--- config.mk ---
export PLATFORM = sky130hd
export DESIGN_NAME = flit_packetizer
export DESIGN_NICKNAME = d
export VERILOG_FILES = /design/src/rtl/flit_packetizer_pkg.sv /design/src/rtl/flit_len_counter.sv /design/src/rtl/flit_packetizer.sv
export SDC_FILE = /design/constraint.sdc
export NUM_CORES = 1
export LEC_CHECK = 0
export ABC_AREA = 1
export CORE_UTILIZATION = 44
export DETAILED_ROUTE_END_ITERATION = 6
export GPL_ROUTABILITY_DRIVEN = 1
export PLACE_DENSITY = 0.88
export RECOVER_POWER = 50
export SLEW_MARGIN = 5
export SYNTH_ARGS = -nofsm -noshare
export SYNTH_HDL_FRONTEND = slang
export SYNTH_SLANG_ARGS = --single-unit
--- constraint.sdc ---
create_clock -name clk -period 3 [get_ports clk]
set_clock_uncertainty 0.2 [all_clocks]
set_input_delay 0.9 -clock clk [delete_from_list [all_inputs] [get_ports clk]]
set_output_delay 0.9 -clock clk [all_outputs]
set_load 0.01 [all_outputs]
--- src/rtl/flit_packetizer_pkg.sv ---
// Shared types for the flit packetizer: flit label enum, head/body data
// union, flit structs with and without a VC field, and default field widths.
package struct_param;

  localparam int X_DES_DEF     = 4;
  localparam int Y_DES_DEF     = 4;
  localparam int PAYLOAD_W_DEF = 32;
  localparam int HEAD_PL_W_DEF = PAYLOAD_W_DEF - X_DES_DEF - Y_DES_DEF;

  typedef enum logic [1:0] {
    HEAD     = 2'd0,
    BODY     = 2'd1,
    TAIL     = 2'd2,
    HEADTAIL = 2'd3
  } flit_label_e;

  typedef struct packed {
    logic [X_DES_DEF-1:0]     x;
    logic [Y_DES_DEF-1:0]     y;
    logic [HEAD_PL_W_DEF-1:0] head_pl;
  } head_data_t;

  typedef union packed {
    head_data_t                head;
    logic [PAYLOAD_W_DEF-1:0]  body;
  } flit_data_u;

  typedef struct packed {
    flit_label_e label;
    flit_data_u  data;
  } flit_novc_t;

  typedef struct packed {
    flit_label_e label;
    logic [0:0]  vc;
    flit_data_u  data;
  } flit_vc_t;

  // Label of the flit currently on the output: head phase distinguishes a
  // single-flit packet, body phase marks the last payload flit as TAIL.
  function automatic flit_label_e label_decode(input logic head_phase,
                                               input logic is_zero,
                                               input logic is_last);
    flit_label_e lbl;
    if (head_phase) begin
      lbl = is_zero ? HEADTAIL : HEAD;
    end else begin
      lbl = is_last ? TAIL : BODY;
    end
    return lbl;
  endfunction

endpackage

--- src/rtl/flit_len_counter.sv ---
// Remaining-flit counter for the packetizer. Loads a saturated length on
// request acceptance, counts down once per body transfer without wrapping,
// and decodes the output flit label.
module flit_len_counter
  import struct_param::*;
#(
  parameter  int MAX_BODY = 15,
  localparam int LEN_W    = $clog2(MAX_BODY + 1)
) (
  input  logic             clk,
  input  logic             rst_n,
  input  logic             load,
  input  logic [LEN_W-1:0] load_len,
  input  logic             dec,
  input  logic             head_phase,
  output logic             is_last,
  output logic             is_zero,
  output flit_label_e      label
);

  logic [LEN_W-1:0] cnt_r;
  logic [LEN_W-1:0] max_len_s;
  logic [LEN_W-1:0] load_sat_s;

  // Clamp the requested length to the largest packet the counter supports.
  always_comb begin
    max_len_s = LEN_W'(MAX_BODY);
    if (load_len > max_len_s) begin
      load_sat_s = max_len_s;
    end else begin
      load_sat_s = load_len;
    end
  end

  // Load on acceptance, count down per body transfer, hold at zero.
  always_ff @(posedge clk or negedge rst_n) begin
    if (!rst_n) begin
      cnt_r <= {LEN_W{1'b0}};
    end else if (load) begin
      cnt_r <= load_sat_s;
    end else if (dec && (cnt_r != {LEN_W{1'b0}})) begin
      cnt_r <= cnt_r - {{(LEN_W-1){1'b0}}, 1'b1};
    end else begin
      cnt_r <= cnt_r;
    end
  end

  // Status flags and label decode from the current count.
  always_comb begin
    is_zero = (cnt_r == {LEN_W{1'b0}});
    is_last = (cnt_r == {{(LEN_W-1){1'b0}}, 1'b1});
    label   = label_decode(head_phase, is_zero, is_last);
  end

endmodule

--- src/rtl/flit_packetizer.sv ---
// Flit packetizer: accepts a routing request, emits a HEAD flit carrying
// {x, y, head_pl}, then passes req_len payload words through as BODY flits
// with the last one labelled TAIL. Zero-length requests yield one HEADTAIL.
// Optional macro FLIT_VC_EN: drive flit_vc from the latched req_vc;
// otherwise flit_vc is tied to zero.
module flit_packetizer
  import struct_param::*;
#(
  parameter  int X_DES     = 4,
  parameter  int Y_DES     = 4,
  parameter  int PAYLOAD_W = 32,
  parameter  int MAX_BODY  = 15,
  parameter  int NUM_VC    = 2,
  localparam int LEN_W     = $clog2(MAX_BODY + 1),
  localparam int VC_W      = (NUM_VC > 1) ? $clog2(NUM_VC) : 1,
  localparam int HPL_W     = PAYLOAD_W - X_DES - Y_DES
) (
  input  logic                 clk,
  input  logic                 rst_n,
  input  logic                 req_valid,
  output logic                 req_ready,
  input  logic [X_DES-1:0]     req_x,
  input  logic [Y_DES-1:0]     req_y,
  input  logic [HPL_W-1:0]     req_head_pl,
  input  logic [LEN_W-1:0]     req_len,
  input  logic [VC_W-1:0]      req_vc,
  input  logic                 pl_valid,
  output logic                 pl_ready,
  input  logic [PAYLOAD_W-1:0] pl_data,
  output logic                 flit_valid,
  input  logic                 flit_ready,
  output flit_label_e          flit_label,
  output logic [PAYLOAD_W-1:0] flit_data,
  output logic [VC_W-1:0]      flit_vc
);

  localparam logic [1:0] S_IDLE = 2'd0;
  localparam logic [1:0] S_HEAD = 2'd1;
  localparam logic [1:0] S_BODY = 2'd2;

  logic [1:0]       state_r;
  logic [1:0]       state_nxt_s;
  logic [X_DES-1:0] x_r;
  logic [Y_DES-1:0] y_r;
  logic [HPL_W-1:0] hpl_r;
  logic [VC_W-1:0]  vc_out_s;
  logic             accept_s;
  logic             body_xfer_s;
  logic             is_last_s;
  logic             is_zero_s;
  flit_label_e      cnt_label_s;

`ifdef FLIT_VC_EN
  logic [VC_W-1:0]  vc_r;
`else
  logic             unused_vc_s;
`endif

  assign accept_s    = req_valid && (state_r == S_IDLE);
  assign body_xfer_s = (state_r == S_BODY) && pl_valid && flit_ready;

  flit_len_counter #(
    .MAX_BODY (MAX_BODY)
  ) u_len_counter (
    .clk        (clk),
    .rst_n      (rst_n),
    .load       (accept_s),
    .load_len   (req_len),
    .dec        (body_xfer_s),
    .head_phase (state_r != S_BODY),
    .is_last    (is_last_s),
    .is_zero    (is_zero_s),
    .label      (cnt_label_s)
  );

  // Capture the request fields when the request is accepted.
  always_ff @(posedge clk or negedge rst_n) begin
    if (!rst_n) begin
      x_r   <= {X_DES{1'b0}};
      y_r   <= {Y_DES{1'b0}};
      hpl_r <= {HPL_W{1'b0}};
    end else if (accept_s) begin
      x_r   <= req_x;
      y_r   <= req_y;
      hpl_r <= req_head_pl;
    end else begin
      x_r   <= x_r;
      y_r   <= y_r;
      hpl_r <= hpl_r;
    end
  end

`ifdef FLIT_VC_EN
  // Capture the virtual channel alongside the other request fields.
  always_ff @(posedge clk or negedge rst_n) begin
    if (!rst_n) begin
      vc_r <= {VC_W{1'b0}};
    end else if (accept_s) begin
      vc_r <= req_vc;
    end else begin
      vc_r <= vc_r;
    end
  end

  assign vc_out_s = vc_r;
`else
  assign unused_vc_s = ^req_vc;
  assign vc_out_s    = {VC_W{1'b0}};
`endif

  // Packet sequencing: IDLE -> HEAD -> (BODY ->) IDLE.
  always_comb begin
    state_nxt_s = state_r;
    case (state_r)
      S_IDLE: begin
        if (req_valid) begin
          state_nxt_s = S_HEAD;
        end else begin
          state_nxt_s = S_IDLE;
        end
      end
      S_HEAD: begin
        if (flit_ready) begin
          state_nxt_s = is_zero_s ? S_IDLE : S_BODY;
        end else begin
          state_nxt_s = S_HEAD;
        end
      end
      S_BODY: begin
        if (body_xfer_s && is_last_s) begin
          state_nxt_s = S_IDLE;
        end else begin
          state_nxt_s = S_BODY;
        end
      end
      default: state_nxt_s = S_IDLE;
    endcase
  end

  // State register.
  always_ff @(posedge clk or negedge rst_n) begin
    if (!rst_n) begin
      state_r <= S_IDLE;
    end else begin
      state_r <= state_nxt_s;
    end
  end

  // Output decode; the body phase is a zero-latency pass-through of the
  // payload stream, so backpressure flows straight back to the source.
  always_comb begin
    req_ready  = 1'b0;
    pl_ready   = 1'b0;
    flit_valid = 1'b0;
    flit_label = HEAD;
    flit_data  = {PAYLOAD_W{1'b0}};
    flit_vc    = {VC_W{1'b0}};
    case (state_r)
      S_IDLE: begin
        req_ready = 1'b1;
      end
      S_HEAD: begin
        flit_valid = 1'b1;
        flit_label = cnt_label_s;
        flit_data  = {x_r, y_r, hpl_r};
        flit_vc    = vc_out_s;
      end
      S_BODY: begin
        flit_valid = pl_valid;
        pl_ready   = flit_ready;
        flit_label = cnt_label_s;
        flit_data  = pl_data;
        flit_vc    = vc_out_s;
      end
      default: begin
        req_ready = 1'b0;
      end
    endcase
  end

endmodule
Word-level counts from Yosys, hierarchy flattened:

Cells that the tools add are included.

* memories: 0
* bits in writable memories: 0
* ROM bits: 0
* logic and storage cells: 37
* latch bits: 0
* output and inout bits: 38
* register bits after elaboration: 38
* bits of input ports: 74

* multiplexer cells: 16
* reduce and logical (&&, ||, !) cells: 10
* shift-type cells: 0
* equality and inequality tests: 4
* order comparisons: 1
* multiply operators: 0
* bitwise logic cells: 0
* add/subtract/negate cells: 1
* div/mod/pow operators: 0

Operator list (count)
* $pmux 32 s2: 1
* $mux 2: 7
* $mux 4: 3
* $pmux 2 s3: 1
* $logic_and 1x1->1: 5
* $eq 4x1->1 const B: 1
* $gt 4x4->1 const B: 1
* $logic_not 4->1: 1
* $reduce_bool 4->1: 1
* $sub 4x1->4 const B: 1
* $mux 1: 3
* $eq 2x1->1 const B: 1
* $eq 2x2->1 const B: 1
* $logic_not 2->1: 1
* $ne 2x2->1 const B: 1
* $pmux 1 s2: 1
* $reduce_bool 2->1: 1
* $reduce_or 2->1: 1

Logic depth before layout (Yosys ltp):

* depth in word-level cells: 6
* mapped depth: 9
* gate-level depth less buffers: 8

Cells and area by module:

From an unflattened synthesis, not the netlist that was laid out.

* cell total of the unflattened synthesis: 325
* area, all modules: 2306.0 um^2

By module, submodules not included
* flit_packetizer: instances 1, area an instance 1974.4 um^2, sequential area each 850.8 um^2, cells each 273
* flit_len_counter: instances 1, area an instance 331.6 um^2, sequential area each 100.1 um^2, cells each 52

Least setup slack after synthesis:

Ideal clock, no wire load.

* kind: in2out
* start: in pl_valid
* end: out flit_valid
* arrival time: 1219 ps
* path slack: 681 ps
* path buffers: 0
* data required time: 1900 ps
* stages: 2
* path through: nand2_1 a21oi_1

* word-level cells in the longest chain between the ends: 1

Ends and longest elaborated chain
* from (decl): RTL line flit_packetizer.sv:27 `input logic pl_valid,`
* $pmux 1 s2: RTL line flit_packetizer.sv:158 `case (state_r)`
* to (decl): RTL line flit_packetizer.sv:30 `output logic flit_valid,`

No other way between the ends.

Final worst setup path:

* start: in pl_data[22]
* end: out flit_data[22]

* word-level cells in the longest chain between the ends: 1

Ends and longest elaborated chain
* from (decl): RTL line flit_packetizer.sv:29 `input logic [PAYLOAD_W-1:0] pl_data,`
* $pmux 32 s2: RTL line flit_packetizer.sv:158
* to (decl): RTL line flit_packetizer.sv:33 `output logic [PAYLOAD_W-1:0] flit_data,`

No other way between the ends.

==> run metrics <==
startpoint-to-endpoint class of the critical path=in2out; number of maximum-capacitance violations=0; number of antenna violations at the first check in global routing=0; source-to-sink clock delay at the later pin of the worst-skew pair=0.29 ns; CTS sink cnt=38; count of inserted antenna diode cells=0; slew of the pin with the lowest slew margin=0.958 ns; FMAX=338 MHz; detailed-router iteration count before antenna repair=4; FF+latch count, synth=38; part of the Yosys area used for sequential elements=0.422; number of global-route vias before repair=2267; Final Cycle Share=0.987; worst slack on hold paths=0.279 ns; area delta synth->final=52.5%; global-route congestion overflow total=0; average size of a mapped cell=7.02 µm²; fraction of layout cells with a size suffix above 1=0.0681; number of DRC markers in iteration 0=116; effective utilization at floorplan=0.468; worst flop-to-flop path endpoint=u_len_counter.cnt_r[3]$_DFFE_PN0P_; final instance count without filler cells=493; pwr/cell area=835 nW/µm²; routed via count=2299; Slew Limit Fails=0; capturing element type of the critical path=output port; count of input and output buffers=109; I/O pin cnt=112; cell area after technology mapping=2250 µm²; global-route wire length before repair=9650 µm; total length of routed wires=5840 µm; largest fanout of any net on the critical path=1; antenna violation net count after detailed routing=0; Cells after Synth=321; number of placed instances with taps included=487; Setup WS pre-CTS=-0.248 ns; number of nets in the synthesized netlist=401; run status=completed; number of buffers between clock root and the deepest sink=2; Worst Hold Path Cells=2; Min-Delay Path Class=reg2reg; x dimension of the die=73.6 µm; CTS tree=yes; origin of the worst min-delay path=hpl_r[6]$_DFFE_PN0P_; Die Footprint=5410 µm²; row count=25; Final Setup Violations=0; clock transition at the registers of the reported paths=0.07 ns; Total Routing Usage GR=0.235; RSZ-0062 raised after global routing=no; Worst Hold Path EP=hpl_r[6]$_DFFE_PN0P_; Via density=4.66; nature of the critical path startpoint=input pin; post-CTS setup buffer count=0; final layout net count=507; Syn. warnings=0; TritonCTS buffer count=5; min Tclk post-route=2.96 ns; total placed instance area=3400 µm²; H-tree level count=2; power consumption=0.00287 W; Final HPWL DP=4230 µm; Final Hold Fails=0; Worst Slack Setup Final=0.0394 ns; Post-route DRC=0; synth unique cells=21; arrival time worst endpoint=1.86 ns; share of the synthesized area in the top cell type=0.422; die height=73.6 µm; worst IR drop on VDD=388 µV; Data required, critical path=1.90 ns; Static Leakage=1.79 nW; routability-driven placement congestion ratio=0.798; largest net degree at the start of global routing=39; root buf cell=sky130_fd_sc_hd__clkbuf_8; Non-Filler Cell Area, Final=3440 µm²; R2R setup slack=0.95 ns; largest area contributor in the synthesized netlist=sky130_fd_sc_hd__dfrtp_1; number of cell instances on the worst register-to-register path=8; beginning of the worst register-to-register path=state_r[0]$_DFF_PN0_; Core Region=4820 µm²; main area contributors after synthesis=sky130_fd_sc_hd__dfrtp_1, sky130_fd_sc_hd__nand2_1, sky130_fd_sc_hd__a21oi_1, sky130_fd_sc_hd__ha_1, sky130_fd_sc_hd__buf_4; detailed-route wire length per cell=11.9 µm; worst max-slew margin expressed relative to the limit=0.362
## cells in the mapped netlist (all sizes together)
master,number
ha,6
conb,1
o21ai,4
nand2,190
nor2,7
inv,15
xor2,1
dfrtp,38
nand3,4
buf,20
a21oi,35
## final cells by class
| type | count | area, µm² |
|---|---|---|
| fillers | 417 | 1380 |
| flip-flops and latches | 38 | 951 |
| clock buffers | 6 | 82.6 |
| well taps | 67 | 83.8 |
| multi-input cells | 248 | 1100 |
| inverters | 15 | 56.3 |
| repair buffers | 119 | 1160 |
## worst max-delay path, stage by stage
cell and delay, ns:
sky130_fd_sc_hd__clkdlybuf4s50_1 0.47, sky130_fd_sc_hd__nand2_1 0.06, sky130_fd_sc_hd__a21oi_1 0.13, sky130_fd_sc_hd__dlygate4sd2_1 0.30
## how the worst max path moves through the flow
stage | end | startpoint | depth (start not counted) | slack, ns
after global placement | flit_data[1] | pl_data[1] | 4 | -0.21
after global routing | flit_data[29] | pl_data[29] | 4 | 0.004
after detailed placement | flit_data[22] | pl_data[22] | 4 | -0.25
after CTS | flit_data[22] | pl_data[22] | 4 | 0.03
final | flit_data[22] | pl_data[22] | 4 | 0.04
after floorplan | flit_valid | pl_valid | 2 | 0.68
## placed cells by master, fill, tap and decap left out
cell type,count
sky130_fd_sc_hd__a21oi_1,34
sky130_fd_sc_hd__nand3_2,1
sky130_fd_sc_hd__clkdlybuf4s15_1,1
sky130_fd_sc_hd__o21ai_0,2
sky130_fd_sc_hd__dfrtp_1,38
sky130_fd_sc_hd__nand3_1,3
sky130_fd_sc_hd__inv_2,1
sky130_fd_sc_hd__nand2_2,1
sky130_fd_sc_hd__a21oi_2,1
sky130_fd_sc_hd__dlygate4sd3_1,1
sky130_fd_sc_hd__o21ai_2,2
sky130_fd_sc_hd__clkbuf_8,6
sky130_fd_sc_hd__xor2_1,1
sky130_fd_sc_hd__inv_1,14
sky130_fd_sc_hd__clkdlybuf4s50_1,71
sky130_fd_sc_hd__ha_2,2
sky130_fd_sc_hd__clkbuf_1,1
sky130_fd_sc_hd__nor2_1,5
sky130_fd_sc_hd__nand2_1,186
sky130_fd_sc_hd__buf_4,4
sky130_fd_sc_hd__clkbuf_2,2
sky130_fd_sc_hd__dlygate4sd2_1,35
sky130_fd_sc_hd__nor2_4,2
sky130_fd_sc_hd__nand2_4,3
sky130_fd_sc_hd__conb_1,1
sky130_fd_sc_hd__ha_1,4
sky130_fd_sc_hd__buf_12,4
## per-layer routing
metal | share of wire | wire, µm | track usage
met4 | 0.013 | 76 | 0.0812
met3 | 0.046 | 269 | 0.0521
met5 | 0 | 0 | 0
met2 | 0.50 | 2920 | 0.419
met1 | 0.44 | 2580 | 0.276
## what timing repair did
action	4_1_cts	5_1_grt
hold buffers	0	0
endpoints found under the setup margin	36	1
resized for setup	38	1
## sequential cells by signal, summed over array words and instances, names as in the netlist
signal / cells
hpl_r: 24
u_len_counter.cnt_r: 4
x_r: 4
y_r: 4
state_r: 2
## report_power, final
group	switching (W)	internal, W	leakage [nW]
logic	0.000882	0.000741	1.28
registers	0.000143	0.000755	0.470
clock network	0.000175	0.000177	0.0431
total	0.00120	0.00167	1.79
## cell families (layout without fill, tap and decap cells)
kind of cell,count (synthesis),in the layout,synth area share
and+or+nand+nor,201,201,0.358
AOI/OAI and AO/OA,39,39,0.0916
DFF,38,38,0.422
buffers and inverters,35,140,0.0899
adders and majority gates,6,6,0.0333
other,1,1,0.00166
xor gates and xnor gates,1,1,0.00389
## per-stage QoR
stage | TNS (ns) | utilization
floorplan | 0 | -
detailed placement | -5.96 | 0.706
global placement | -5.59 | 0.706
finish | 0 | 0.714
global route | 0 | 0.714
CTS | 0 | 0.715
Note: power is estimated with default switching activity, not from simulation.
